## config.mk

```make
export PLATFORM = sky130hd
export DESIGN_NAME = posit_extract_pipe_flat
export DESIGN_NICKNAME = d
export VERILOG_FILES = /design/src/rtl/posit_extract_pipe_if.sv /design/src/rtl/posit_extract_pipe.sv /design/src/flat_wrapper.sv
export SDC_FILE = /design/constraint.sdc
export NUM_CORES = 1
export LEC_CHECK = 0
export ABC_AREA = 1
export CAP_MARGIN = 20
export CORE_ASPECT_RATIO = 0.7
export CORE_UTILIZATION = 40
export DETAILED_ROUTE_END_ITERATION = 12
export GPL_ROUTABILITY_DRIVEN = 0
export PLACE_DENSITY = 0.61
export SLEW_MARGIN = 20
export SYNTH_ARGS = -nofsm -noshare
export SYNTH_HDL_FRONTEND = slang
export SYNTH_SLANG_ARGS = --single-unit
```

## constraint.sdc

```tcl
create_clock -name clk -period 4.79 [get_ports clk]
set_clock_uncertainty 0.05 [all_clocks]
set_input_delay 0.479 -clock clk [delete_from_list [all_inputs] [get_ports clk]]
set_output_delay 0.479 -clock clk [all_outputs]
set_load 0.02 [all_outputs]
```

## src/rtl/posit_extract_pipe_if.sv

```systemverilog
`default_nettype none
// ============================================================================
//  Module      : posit_extract_pipe_if
//  Description : Streaming bus for the posit decoder. Carries the posit word
//                in with valid/ready and the serialized value out with
//                valid/ready.
//                  in_posit  [NBITS] posit word           (master -> slave)
//                  in_valid           in_posit is valid    (master -> slave)
//                  in_ready           slave accepts word   (slave -> master)
//                  out_value [VAL_W] {sgn,scale,frac,inf,zero} (slave -> master)
//                  out_valid          out_value is valid   (slave -> master)
//                  out_ready          master accepts value (master -> slave)
//  Revision    : 1.0 - initial release
// ============================================================================
interface posit_extract_pipe_if #(
   parameter int NBITS = 32,
   parameter int VAL_W = 39
);
   logic [NBITS-1:0] in_posit;
   logic             in_valid;
   logic             in_ready;
   logic [VAL_W-1:0] out_value;
   logic             out_valid;
   logic             out_ready;

   modport slave (
      input  in_posit, in_valid, out_ready,
      output in_ready, out_value, out_valid
   );

   modport master (
      output in_posit, in_valid, out_ready,
      input  in_ready, out_value, out_valid
   );
endinterface
`default_nettype wire

```

## src/rtl/posit_extract_pipe.sv

```systemverilog
`default_nettype none
// ============================================================================
//  Module      : posit_extract_pipe
//  Description : Two-stage pipelined posit<NBITS,ES> decoder. Unpacks each
//                posit word into the serialized value
//                {sgn, scale[SCALE_W], fraction[FBITS], inf, zero}.
//                Stage 1 registers sign, special flags and magnitude; stage 2
//                registers the decoded regime/exponent/fraction.
//  Ports       : clk        rising-edge clock
//                rst_n      asynchronous active-low reset
//                bus.slave  in_posit/in_valid/in_ready in,
//                           out_value/out_valid/out_ready out
//  Revision    : 1.0 - initial release
// ============================================================================
module posit_extract_pipe #(
   parameter int NBITS   = 32,
   parameter int ES      = 2,
   parameter int SCALE_W = 9,
   parameter int FBITS   = 27
) (
   input  wire logic           clk,
   input  wire logic           rst_n,
   posit_extract_pipe_if.slave bus
);
   localparam int c_AW = NBITS - 1;           // magnitude width
   localparam int c_VW = SCALE_W + FBITS + 3; // serialized value width
   localparam int c_CW = $clog2(NBITS);       // run-length width (1..NBITS-1)
   localparam int c_RW = ES + FBITS;          // bits following the terminator

   // ---------------- stage 1 registers ----------------
   logic            r_s1_valid;
   logic            r_s1_sgn;
   logic            r_s1_zero;
   logic            r_s1_inf;
   logic [c_AW-1:0] r_s1_abs;

   // ---------------- stage 2 registers ----------------
   logic            r_s2_valid;
   logic [c_VW-1:0] r_s2_value;

   // ---------------- handshake ----------------
   logic w_s2_load;
   logic w_in_ready;
   logic w_in_fire;

   assign w_s2_load  = r_s1_valid & (~r_s2_valid | bus.out_ready);
   assign w_in_ready = ~r_s1_valid | w_s2_load;
   assign w_in_fire  = bus.in_valid & w_in_ready;

   assign bus.in_ready  = w_in_ready;
   assign bus.out_valid = r_s2_valid;
   assign bus.out_value = r_s2_value;

   // ---------------- stage 1 datapath ----------------
   logic [c_AW-1:0] w_in_abs;
   logic            w_in_zero;
   logic            w_in_inf;

   assign w_in_abs  = bus.in_posit[NBITS-1] ? (~bus.in_posit[c_AW-1:0] + c_AW'(1))
                                            : bus.in_posit[c_AW-1:0];
   assign w_in_zero = (bus.in_posit == '0);
   assign w_in_inf  = (bus.in_posit == {1'b1, {c_AW{1'b0}}});

   // ---------------- stage 2 datapath (regime decode) ----------------
   logic               w_r;
   logic [c_AW-1:0]    w_run;     // regime run turned into a leading-zero run
   logic [c_CW-1:0]    w_m;       // run length m
   logic               w_found;
   logic [c_RW-1:0]    w_rem;     // exponent+fraction bits, left-aligned
   logic [SCALE_W-1:0] w_m_s;
   logic [SCALE_W-1:0] w_exp_s;
   logic [SCALE_W-1:0] w_scale;
   logic [c_VW-1:0]    w_s2_next;

   assign w_r   = r_s1_abs[c_AW-1];
   assign w_run = w_r ? ~r_s1_abs : r_s1_abs;

   // Leading-zero count of w_run. Its MSB is always 0, so m is at least 1;
   // an all-zero run (all regime bits) gives m = NBITS-1.
   always_comb begin
      w_m     = c_CW'(c_AW);
      w_found = 1'b0;
      for (int i = c_AW - 1; i >= 0; i--) begin
         if (!w_found && w_run[i]) begin
            w_m     = c_CW'(c_AW - 1 - i);
            w_found = 1'b1;
         end
      end
   end

   // The top two magnitude bits are always regime (run start) or terminator,
   // so only the low c_RW bits can carry exponent/fraction. Shifting them by
   // m-1 pushes the rest of the run and the terminator out the top.
   assign w_rem   = r_s1_abs[c_RW-1:0] << (w_m - c_CW'(1));
   assign w_m_s   = SCALE_W'(w_m);
   assign w_exp_s = SCALE_W'(w_rem[c_RW-1 -: ES]);

   // scale = 4*k + e with k = m-1 (r=1) or -m (r=0)
   assign w_scale = w_r ? (((w_m_s - SCALE_W'(1)) << ES) + w_exp_s)
                        : (w_exp_s - (w_m_s << ES));

   assign w_s2_next = (r_s1_zero | r_s1_inf)
                    ? {{(c_VW-2){1'b0}}, r_s1_inf, r_s1_zero}
                    : {r_s1_sgn, w_scale, w_rem[FBITS-1:0], 2'b00};

   // ---------------- registers ----------------
   always_ff @(posedge clk or negedge rst_n) begin
      if (!rst_n) begin
         r_s1_valid <= 1'b0;
         r_s1_sgn   <= 1'b0;
         r_s1_zero  <= 1'b0;
         r_s1_inf   <= 1'b0;
         r_s1_abs   <= '0;
      end else if (w_in_fire) begin
         r_s1_valid <= 1'b1;
         r_s1_sgn   <= bus.in_posit[NBITS-1];
         r_s1_zero  <= w_in_zero;
         r_s1_inf   <= w_in_inf;
         r_s1_abs   <= w_in_abs;
      end else if (w_s2_load) begin
         r_s1_valid <= 1'b0;
      end
   end

   always_ff @(posedge clk or negedge rst_n) begin
      if (!rst_n) begin
         r_s2_valid <= 1'b0;
         r_s2_value <= '0;
      end else if (w_s2_load) begin
         r_s2_valid <= 1'b1;
         r_s2_value <= w_s2_next;
      end else if (bus.out_ready) begin
         r_s2_valid <= 1'b0;
      end
   end
endmodule
`default_nettype wire
```

## src/flat_wrapper.sv

```systemverilog
// flat-port wrapper written by rule: the top's interface ports become plain ports
module posit_extract_pipe_flat 
#(
   parameter int NBITS   = 32,
   parameter int ES      = 2,
   parameter int SCALE_W = 9,
   parameter int FBITS   = 27
)
  (clk, rst_n, bus_in_posit, bus_in_valid, bus_out_ready, bus_in_ready, bus_out_value, bus_out_valid);
  posit_extract_pipe_if #(.NBITS(NBITS)) bus_i ();
  input  wire logic clk;
  input  wire logic rst_n;
  input wire logic [$bits(bus_i.in_posit)-1:0] bus_in_posit;
  input wire logic [$bits(bus_i.in_valid)-1:0] bus_in_valid;
  input wire logic [$bits(bus_i.out_ready)-1:0] bus_out_ready;
  output wire logic [$bits(bus_i.in_ready)-1:0] bus_in_ready;
  output wire logic [$bits(bus_i.out_value)-1:0] bus_out_value;
  output wire logic [$bits(bus_i.out_valid)-1:0] bus_out_valid;
  assign bus_i.in_posit = bus_in_posit;
  assign bus_i.in_valid = bus_in_valid;
  assign bus_i.out_ready = bus_out_ready;
  assign bus_in_ready = bus_i.in_ready;
  assign bus_out_value = bus_i.out_value;
  assign bus_out_valid = bus_i.out_valid;
  posit_extract_pipe #(.NBITS(NBITS), .ES(ES), .SCALE_W(SCALE_W), .FBITS(FBITS)) u_core (.clk(clk), .rst_n(rst_n), .bus(bus_i));
endmodule
```

==> flow_metrics.py, run 1 <==
metrics = {
    "power_and_ir_drop": {
        "p_int_mw": 2.32,
        "p_leak_nw": 3.34,
        "p_switching_mw": 2.33,
        "comb_power_share": 0.633,
        "power_frac_clock": 0.160,
        "p_per_area_nw_per_um2": 658,
        "ir_drop_uv": 353,
        "finalPower_mw": 4.65,
        "p_sw_frac": 0.502,
        "seq_power_share": 0.207,
    },
    "global_route": {
        "grt_max_degree": 75,
        "gr-total-overflow": 0,
        "track_usage": 0.234,
        "grt_pass1_wl_um": 28000,
        "grt_pass1_vias": 5539,
        "antenna_found_initial": 0,
    },
    "run": {
        "max_cap_violations": 0,
    },
    "die": {
        "coreArea_um2": 14000,
        "start_util": 0.413,
        "io_pins": 77,
        "die_h_um": 103,
        "core.rowCount": 36,
        "die_w_um": 146,
        "dieArea_um2": 15000,
    },
    "layout": {
        "seqCellArea_um2": 1850,
        "final_cell_area_um2": 7070,
        "drive_gt1_frac": 0.0694,
        "multi_input_area_um2": 3400,
        "n_antenna_cell": 0,
        "fillers": 1387,
        "nets": 970,
        "post-route-util": 0.505,
        "syn_to_final_growth_pct": 22.1,
    },
    "run_status": {
        "status": "finished, final reports clean",
    },
    "worst_setup_path": {
        "startpoint": "u_core.r_s1_abs[30]$_DFFE_PN0P_",
        "rr_startpoint": "u_core.r_s1_abs[30]$_DFFE_PN0P_",
        "slowest_delay_ps": 480,
        "crit_chain": "buf_4 -> xnor2_1 -> nand4_2 -> nor2_1 -> nand4_1 -> nor2_2 -> nand4_2 -> nor2_4 -> nand4_2 -> nor2_2 -> nand4_2 -> nor2_2 -> nand4_1 -> inv_1 -> nand4_1 -> nand3b_1 -> ha_2 -> nand3_2 -> xor2_4 -> nor2_1 -> inv_1 -> nor2_1 -> a21oi_1 -> nand2_1",
        "worstPathArrival_ps": 4620,
        "crit_family": "simple AND/OR/NAND/NOR gates",
        "worst_ep_required_time_ps": 5020,
        "start_kind": "register",
        "path_buf_inv": 3,
        "worstSetupEndpointType": "register",
        "critPathMaxFanout": 6,
        "crit_top_cell": "nand4_2",
        "critical_path_class": "reg2reg",
        "worst_path_max_delay_cell": "nor2_1",
    },
    "cts": {
        "clk_latency_ps": 340,
        "cts_tree": "yes",
        "numCtsBuffers": 9,
        "cts_max_path_buffers": 2,
        "cts.reportedPaths.clkPinSlew_ps": 60,
        "cts.sinks": 74,
        "postCtsHoldBufs": 0,
        "root_buffer": "clkbuf_16",
        "htreeDepth": 3,
    },
    "synthesis": {
        "syn_area_per_cell_um2": 6.66,
        "ys_warn_count": 0,
        "netlist_instances": 869,
        "synthTopCellsByArea": "dfrtp_1 32%, nand2_1 16%, nand3_1 15%, inv_1 5.3%, o21ai_0 5.0%",
        "synth_fp_nets": 907,
        "synth_area_um2": 5790,
        "yosys_register_bits": 74,
        "yosysTopAreaCell": "dfrtp_1",
        "synth_cell_type_count": 44,
        "synth_top_cell_area_share": 0.320,
        "seq_area_frac_synth": 0.320,
    },
    "min_path": {
        "hp-class": "in2async",
    },
    "placed_design": {
        "place_ws_ps": 139,
        "hpwl_um": 12200,
        "place_area_um2": 6630,
        "io_buffers": 76,
    },
    "sta": {
        "hold_viol": 0,
        "fin_tns_setup_ps": 0,
        "worst_pin_slew_ps": 941,
        "maxSlewHeadroom": 0.373,
        "max_freq_mhz": 228,
        "rsz0062_at_grt": "true",
        "maxSlewViolCount": 0,
        "fin_ws_ps": 397,
        "setup_viol": 0,
        "min_period_ps": 4390,
        "min_period_over_period": 0.917,
    },
    "route": {
        "post_drt_wl_per_cell_um": 14.6,
        "dr.pass1.iters": 5,
        "viasPerCell": 5.21,
        "route.detailed.drc": 0,
        "drt_iter0_markers": 508,
        "drt-total-wl_um": 16500,
        "detail-route-antenna-nets": 0,
        "num_vias": 5867,
    },
}
[cells in the final DEF, fill, tap and decap left out, types with 11 or more instances in the layout]
cell type,Yosys,routed
dfrtp_1,74,73
a21oi_1,11,11
inv_1,81,81
o21ai_0,58,58
nand3_1,169,168
nor3_1,11,11
xor2_1,23,23
nand2_1,242,242
buf_4,5,15
clkdlybuf4s50_1,0,75
nor2_1,46,46
xnor2_1,33,33
o21ai_1,11,11
[what timing repair did]
| item | in CTS | in global routing |
|---|---|---|
| endpoints found under the hold margin | 0 | 0 |
| setup endpoints to repair | 0 | 31 |
| gates resized for setup | 0 | 16 |
| setup buffers | 0 | 7 |
[worst paths after layout]
kind / endpoint / slack (ps) / depth (start not counted)
setup / recovery: u_core.bus.out_value[24]$_DFFE_PN0P_ / 400 / 24
max in group asynchronous: u_core.r_s1_abs[30]$_DFFE_PN0P_ / 3790 / 1
min in group clk: u_core.bus.out_value[10]$_DFFE_PN0P_ / 430 / 2
hold reg to reg: u_core.bus.out_value[10]$_DFFE_PN0P_ / 430 / 2
setup reg to reg: u_core.bus.out_value[24]$_DFFE_PN0P_ / 400 / 24
hold / removal: u_core.r_s1_abs[3]$_DFFE_PN0P_ / 230 / 1
[cells by family after synthesis]
group           count (synthesis)  synth area share
buf+inv                       130            0.0982
fa+ha+maj                       2           0.00432
simple gates                  507             0.394
xor+xnor                       58            0.0904
flops                          74             0.320
compound gates                 98            0.0936
[final cells by class]
type	count	area share
inverter	87	0.0489
timing repair inverter	1	0.00106
tap	190	0.0336
multi-input combinational	665	0.480
clock inverter	7	0.0143
timing repair buffer	94	0.128
sequential	74	0.262
clock buffer	9	0.0319
[power groups by stage]
stage / clock network [mW] / logic [mW] / registers, mW
final: 0.746 / 2.94 / 0.963
after global routing: 0.782 / 3.27 / 0.989
after CTS: 0.756 / 2.83 / 0.969
after detailed placement: 0 / 2.81 / 0.976
after global placement: 0 / 2.81 / 0.980
after floorplan: 0 / 1.82 / 1.11
[state kept, by name (all words and copies together), names as in the netlist]
name	count
u_core.bus.out_value	38
u_core.r_s1_abs	31
u_core.bus.out_valid	1
u_core.r_s1_inf	1
u_core.r_s1_sgn	1
u_core.r_s1_valid	1
u_core.r_s1_zero	1
[metal layers]
layer | share of wire | vias up | track usage
met1 | 0.53 | 2700 | 0.355
met2 | 0.40 | 164 | 0.341
met5 | 0 | - | 0
met3 | 0.057 | 13 | 0.0447
met4 | 0.0081 | 0 | 0.0510
li1 | - | 2990 | -
[Yosys cell counts, drive strengths merged]
| master | count |
|---|---|
| a2111oi | 1 |
| nor2 | 54 |
| nor3b | 1 |
| ha | 2 |
| clkinv | 2 |
| a41oi | 1 |
| o22ai | 2 |
| o211ai | 3 |
| xnor2 | 33 |
| o2111ai | 2 |
| nand4 | 15 |
| dfrtp | 74 |
| o21bai | 1 |
| a21oi | 11 |
| and2 | 1 |
| a22oi | 1 |
| or4 | 1 |
| nand2 | 246 |
| o41ai | 2 |
| nor3 | 11 |
| nor4 | 5 |
| nand3 | 170 |
| o31ai | 4 |
| nand3b | 3 |
| buf | 25 |
| o21ai | 69 |
| xor2 | 25 |
| inv | 85 |
| a22o | 1 |
| clkbuf | 18 |
[per-stage QoR]
step | hold WS [ps] | cells
2_1_floorplan | 133 | 869
6_report | 233 | 1127
4_1_cts | 272 | 1119
3_3_place_gp | 421 | 1103
3_5_place_dp | 420 | 1103
5_1_grt | 319 | 1127
(Power assumes the default switching activity.)
==> inputs of run 2 (changes only) <==
Settings changed: GPL_TIMING_DRIVEN from default to 1, PLACE_DENSITY 0.61 to 0.6.
==> run 2 against run 1 <==
Compared with the run above: global-route usage decreased by 0.49 points; sequential cell count did not move; fmax is 0.21% lower; largest power group unchanged; clock-buffer cell count grew 1.
==> flow_metrics.py, run 2 (same netlist as run 1, synthesis figures left out) <==
metrics = {
    "die": {
        "dieArea_um2": 15000,
        "core.rowCount": 36,
        "die_w_um": 146,
        "io_pins": 77,
        "coreArea_um2": 14000,
        "start_util": 0.413,
        "die_h_um": 103,
    },
    "worst_setup_path": {
        "worstSetupEndpointType": "register",
        "critPathMaxFanout": 6,
        "critical_path_class": "reg2reg",
        "worstPathArrival_ps": 4630,
        "start_kind": "register",
        "worst_ep_required_time_ps": 5020,
    },
    "sta": {
        "min_period_over_period": 0.919,
        "setup_viol": 0,
        "max_freq_mhz": 227,
        "maxSlewHeadroom": 0.383,
        "whs_ps": 221,
        "min_period_ps": 4400,
        "maxSlewViolCount": 0,
        "worst_pin_slew_ps": 925,
        "hold_viol": 0,
    },
    "layout": {
        "nets": 975,
        "final_cell_area_um2": 7120,
        "drive_gt1_frac": 0.0786,
        "syn_to_final_growth_pct": 23.0,
        "n_antenna_cell": 0,
        "final_common_cell": "nand2_1",
        "final_cell_mix": "242 x nand2_1, 167 x nand3_1, 80 x inv_1",
        "largest_reg_flops": 38,
    },
    "placed_design": {
        "hpwl_um": 12300,
        "place_area_um2": 6630,
        "io_buffers": 76,
    },
    "power_and_ir_drop": {
        "ir_drop_uv": 334,
        "finalPower_mw": 4.64,
        "p_leak_nw": 3.37,
        "p_per_area_nw_per_um2": 652,
    },
    "route": {
        "drt-total-wl_um": 16500,
        "viasPerCell": 5.15,
        "route.detailed.drc": 0,
        "post_drt_wl_per_cell_um": 14.5,
        "drt_iter0_markers": 435,
        "num_vias": 5835,
        "dr.pass1.iters": 5,
        "detail-route-antenna-nets": 0,
    },
    "cts": {
        "root_buffer": "clkbuf_16",
        "cts.reportedPaths.clkPinSlew_ps": 60,
        "cts_max_path_buffers": 2,
        "htreeDepth": 3,
        "cts_tree": "yes",
        "clk_latency_ps": 340,
        "cts.sinks": 74,
        "numCtsBuffers": 9,
    },
    "global_route": {
        "track_usage": 0.229,
        "grt_pass1_wl_um": 27500,
        "grt_max_degree": 75,
        "grt_pass1_vias": 5470,
        "gr-total-overflow": 0,
        "antenna_found_initial": 0,
    },
    "run": {
        "max_cap_violations": 0,
    },
    "run_status": {
        "status": "finished, final reports clean",
    },
    "min_path": {
        "hp-class": "in2async",
    },
}
==> run 2: what timing repair did <==
item | CTS | global route
hold buffers | 0 | 0
resized for setup | 0 | 21
setup buffers | 0 | 12
setup endpoints to repair | 0 | 31
==> run 2: final timing paths <==
check                                                      from                                    to  slack [ps]  cells after the start
min                                                       rst_n          u_core.r_s1_zero$_DFFE_PN0P_         220                      1
max in group asynchronous                                 rst_n       u_core.r_s1_abs[30]$_DFFE_PN0P_        3810                      1
max                             u_core.r_s1_abs[30]$_DFFE_PN0P_  u_core.bus.out_value[24]$_DFFE_PN0P_         390                     26
max reg2reg                     u_core.r_s1_abs[30]$_DFFE_PN0P_  u_core.bus.out_value[24]$_DFFE_PN0P_         390                     26
min in group clk           u_core.bus.out_value[19]$_DFFE_PN0P_  u_core.bus.out_value[19]$_DFFE_PN0P_         430                      2
min reg2reg                u_core.bus.out_value[19]$_DFFE_PN0P_  u_core.bus.out_value[19]$_DFFE_PN0P_         430                      2
==> run 2: power by group <==
part	internal (mW)	leakage, nW	switching, mW
Clock	0.458	0.153	0.267
Combinational	1.05	2.30	1.91
Sequential	0.821	0.917	0.142
==> run 2: cell type report <==
class                      instances  area [um^2]
fill                            1424         6890
timing repair inverter             1         7.51
timing repair buffer              99          936
clock inverter                     6         90.1
clock buffer                      10          229
multi-input combinational        665         3420
inverter                          87          345
tap                              190          238
sequential                        74         1850
==> run 2: stage by stage <==
| stage | util | setup TNS, ps | std cells | worst slack [ps] |
|---|---|---|---|---|
| 3_5_place_dp | 0.473 | 0 | 1103 | 75.7 |
| 3_3_place_gp | 0.473 | 0 | 1103 | 252 |
| 6_report | 0.508 | 0 | 1132 | 387 |
| 4_1_cts | 0.496 | 0 | 1119 | 48.1 |
| 2_1_floorplan | - | 0 | 869 | 523 |
| 5_1_grt | 0.508 | -2.12 | 1132 | -1.19 |
==> run 2: routing by layer <==
| metal | vias to the layer above | GRT usage | wire [um] |
|---|---|---|---|
| li1 | 2997 | - | - |
| met1 | 2695 | 0.344 | 8870 |
| met2 | 134 | 0.342 | 6640 |
| met3 | 9 | 0.0451 | 828 |
| met4 | 0 | 0.0413 | 121 |
| met5 | - | 0 | 0 |
==> run 2: worst max-delay path: stages, from the launching register on <==
cell and delay [ps]:
dfrtp_2 450, buf_4 160, buf_4 150, xnor2_1 210
nand4_2 170, nor2_1 120, nand4_1 150, nor2_2 180
nand4_2 150, nor2_4 160, nand4_2 110, nor2_2 140
nand4_2 140, nor2_2 160, nand4_1 130, inv_1 100
nand4_1 100, nand3b_1 120, ha_2 220, nand3_2 140
xor2_4 230, buf_4 160, nor2_2 290, inv_1 110
nor2_1 130, a21oi_1 50, nand2_1 70
==> inputs of run 3 (changes only) <==
Clock period 4.79 ns to 4.46 ns, I/O delays scaled along.
==> run 3 against run 2 <==
Compared with the run above: register-to-register slack got worse by 260 ps; first-iteration DRC count rose by 14%; worst hold slack got worse by 23 ps; critical endpoint is now u_core.bus.out_value[18]$_DFFE_PN0P_; via count rose by 1.7%; sequential power rose by 7%; non-clock buffer count rose by 5; highest routed layer unchanged; utilization rose by 1.6 points; largest power group unchanged; wire length rose by 2.5%; global-route usage fell by 0.065 points; design area rose by 3.2%.
==> flow_metrics.py, run 3 (same netlist as run 1, synthesis figures left out) <==
metrics = {
    "sta": {
        "min_period_over_period": 0.971,
        "fin_tns_setup_ps": 0,
        "setup_viol": 0,
        "max_freq_mhz": 231,
        "maxSlewHeadroom": 0.374,
        "hold_viol": 0,
        "worst_pin_slew_ps": 939,
        "min_period_ps": 4330,
        "maxSlewViolCount": 0,
    },
    "cts": {
        "numCtsBuffers": 9,
        "cts_tree": "yes",
        "root_buffer": "clkbuf_16",
        "htreeDepth": 3,
        "cts_max_path_buffers": 2,
        "postCtsHoldBufs": 0,
        "cts.sinks": 74,
        "cts.reportedPaths.clkPinSlew_ps": 60,
        "clk_latency_ps": 340,
    },
    "die": {
        "core.rowCount": 36,
        "io_pins": 77,
        "coreArea_um2": 14000,
        "start_util": 0.413,
        "die_h_um": 103,
        "dieArea_um2": 15000,
        "die_w_um": 146,
    },
    "layout": {
        "final_common_cell": "nand2_1",
        "nets": 981,
        "syn_to_final_growth_pct": 26.9,
        "largest_reg_flops": 38,
        "final_cell_mix": "241 x nand2_1, 167 x nand3_1, 80 x inv_1",
        "n_antenna_cell": 0,
        "post-route-util": 0.524,
        "drive_gt1_frac": 0.0919,
        "fin_cells": 1137,
    },
    "placed_design": {
        "hpwl_um": 12400,
        "io_buffers": 76,
        "dpl.cell_count": 1107,
    },
    "route": {
        "viasPerCell": 5.22,
        "dr.pass1.iters": 5,
        "post_drt_wl_per_cell_um": 14.8,
        "route.detailed.drc": 0,
        "detail-route-antenna-nets": 0,
        "drt-total-wl_um": 16900,
        "drt_iter0_markers": 495,
        "num_vias": 5934,
    },
    "run": {
        "max_cap_violations": 0,
    },
    "worst_setup_path": {
        "worst_ep_required_time_ps": 4690,
        "slowest_delay_ps": 470,
        "worstPathArrival_ps": 4560,
        "critPathMaxFanout": 18,
        "worstSetupEndpointType": "register",
        "worst_path_max_delay_cell": "dfrtp_2",
        "start_kind": "register",
        "critical_path_class": "reg2reg",
    },
    "power_and_ir_drop": {
        "p_per_area_nw_per_um2": 701,
        "ir_drop_uv": 385,
        "p_leak_nw": 3.43,
        "finalPower_mw": 5.15,
    },
    "global_route": {
        "gr-total-overflow": 0,
        "grt_pass1_vias": 5471,
        "track_usage": 0.228,
        "antenna_found_initial": 0,
        "grt_pass1_wl_um": 27300,
        "grt_max_degree": 75,
    },
    "run_status": {
        "status": "finished, final reports clean",
    },
    "min_path": {
        "hp-class": "in2async",
    },
}
==> run 3: cell count changes in the layout (fill, tap and decap cells not counted), sizes merged <==
cell      before  now
buf           23   28
bufinv         2    1
clkbuf        11   10
clkinv         2    5
clkinvlp       3    4
inv           87   85
==> run 3: where the power goes <==
| part | internal (mW) | switching (mW) | leakage (nW) |
|---|---|---|---|
| combinational | 1.25 | 2.14 | 2.37 |
| clock | 0.432 | 0.294 | 0.138 |
| sequential | 0.882 | 0.150 | 0.917 |
| total | 2.56 | 2.58 | 3.43 |
==> run 3: layout make-up <==
class / count / area [um^2]
clock inverter: 6 / 67.6
fill: 1382 / 6660
sequential: 74 / 1850
inverter: 87 / 353
tap: 190 / 238
clock buffer: 9 / 225
timing repair inverter: 2 / 16.3
multi-input combinational: 665 / 3560
timing repair buffer: 104 / 1040
==> run 3: worst paths after layout <==
path                                                      start                                    to  slack [ps]  cells past startpoint
min                                                       rst_n        u_core.r_s1_abs[7]$_DFFE_PN0P_         200                      1
max in group asynchronous                                 rst_n       u_core.r_s1_abs[30]$_DFFE_PN0P_        3510                      1
min in group clk           u_core.bus.out_value[21]$_DFFE_PN0P_  u_core.bus.out_value[21]$_DFFE_PN0P_         420                      2
max reg2reg                     u_core.r_s1_abs[30]$_DFFE_PN0P_  u_core.bus.out_value[18]$_DFFE_PN0P_         130                     27
max                             u_core.r_s1_abs[30]$_DFFE_PN0P_  u_core.bus.out_value[18]$_DFFE_PN0P_         130                     27
min reg2reg                u_core.bus.out_value[21]$_DFFE_PN0P_  u_core.bus.out_value[21]$_DFFE_PN0P_         420                      2
==> run 3: routing by layer <==
metal  wire length (um)  global-route usage  vias to the layer above
met3               1080              0.0509                       19
met5                  0                   0                        -
met2               6870               0.337                      176
li1                   -                   -                     3012
met1               8720               0.337                     2727
met4                201              0.0534                        0
==> run 3: worst max-delay path, delay by kind of cell, from the launching register on <==
family	cells	cell delay, ps
and+or+nand+nor	22	2820
buffers and inverters	3	520
DFF	1	470
xor gates and xnor gates	1	210
adders and majority gates	1	190
==> run 3: stage by stage <==
stage	instance area, um^2	hold WS, ps	worst slack (ps)
after floorplan	5790	100	193
after global placement	6660	416	154
after detailed placement	6660	420	61.9
after CTS	6950	236	40.4
after global routing	7340	286	-138
final	7340	198	131
==> run 3: repair_timing <==
item / CTS / global route
endpoints found under the setup margin: 0 / 32
endpoints found under the hold margin: 0 / 0
gates resized for setup: 0 / 52
setup buffers: 0 / 12
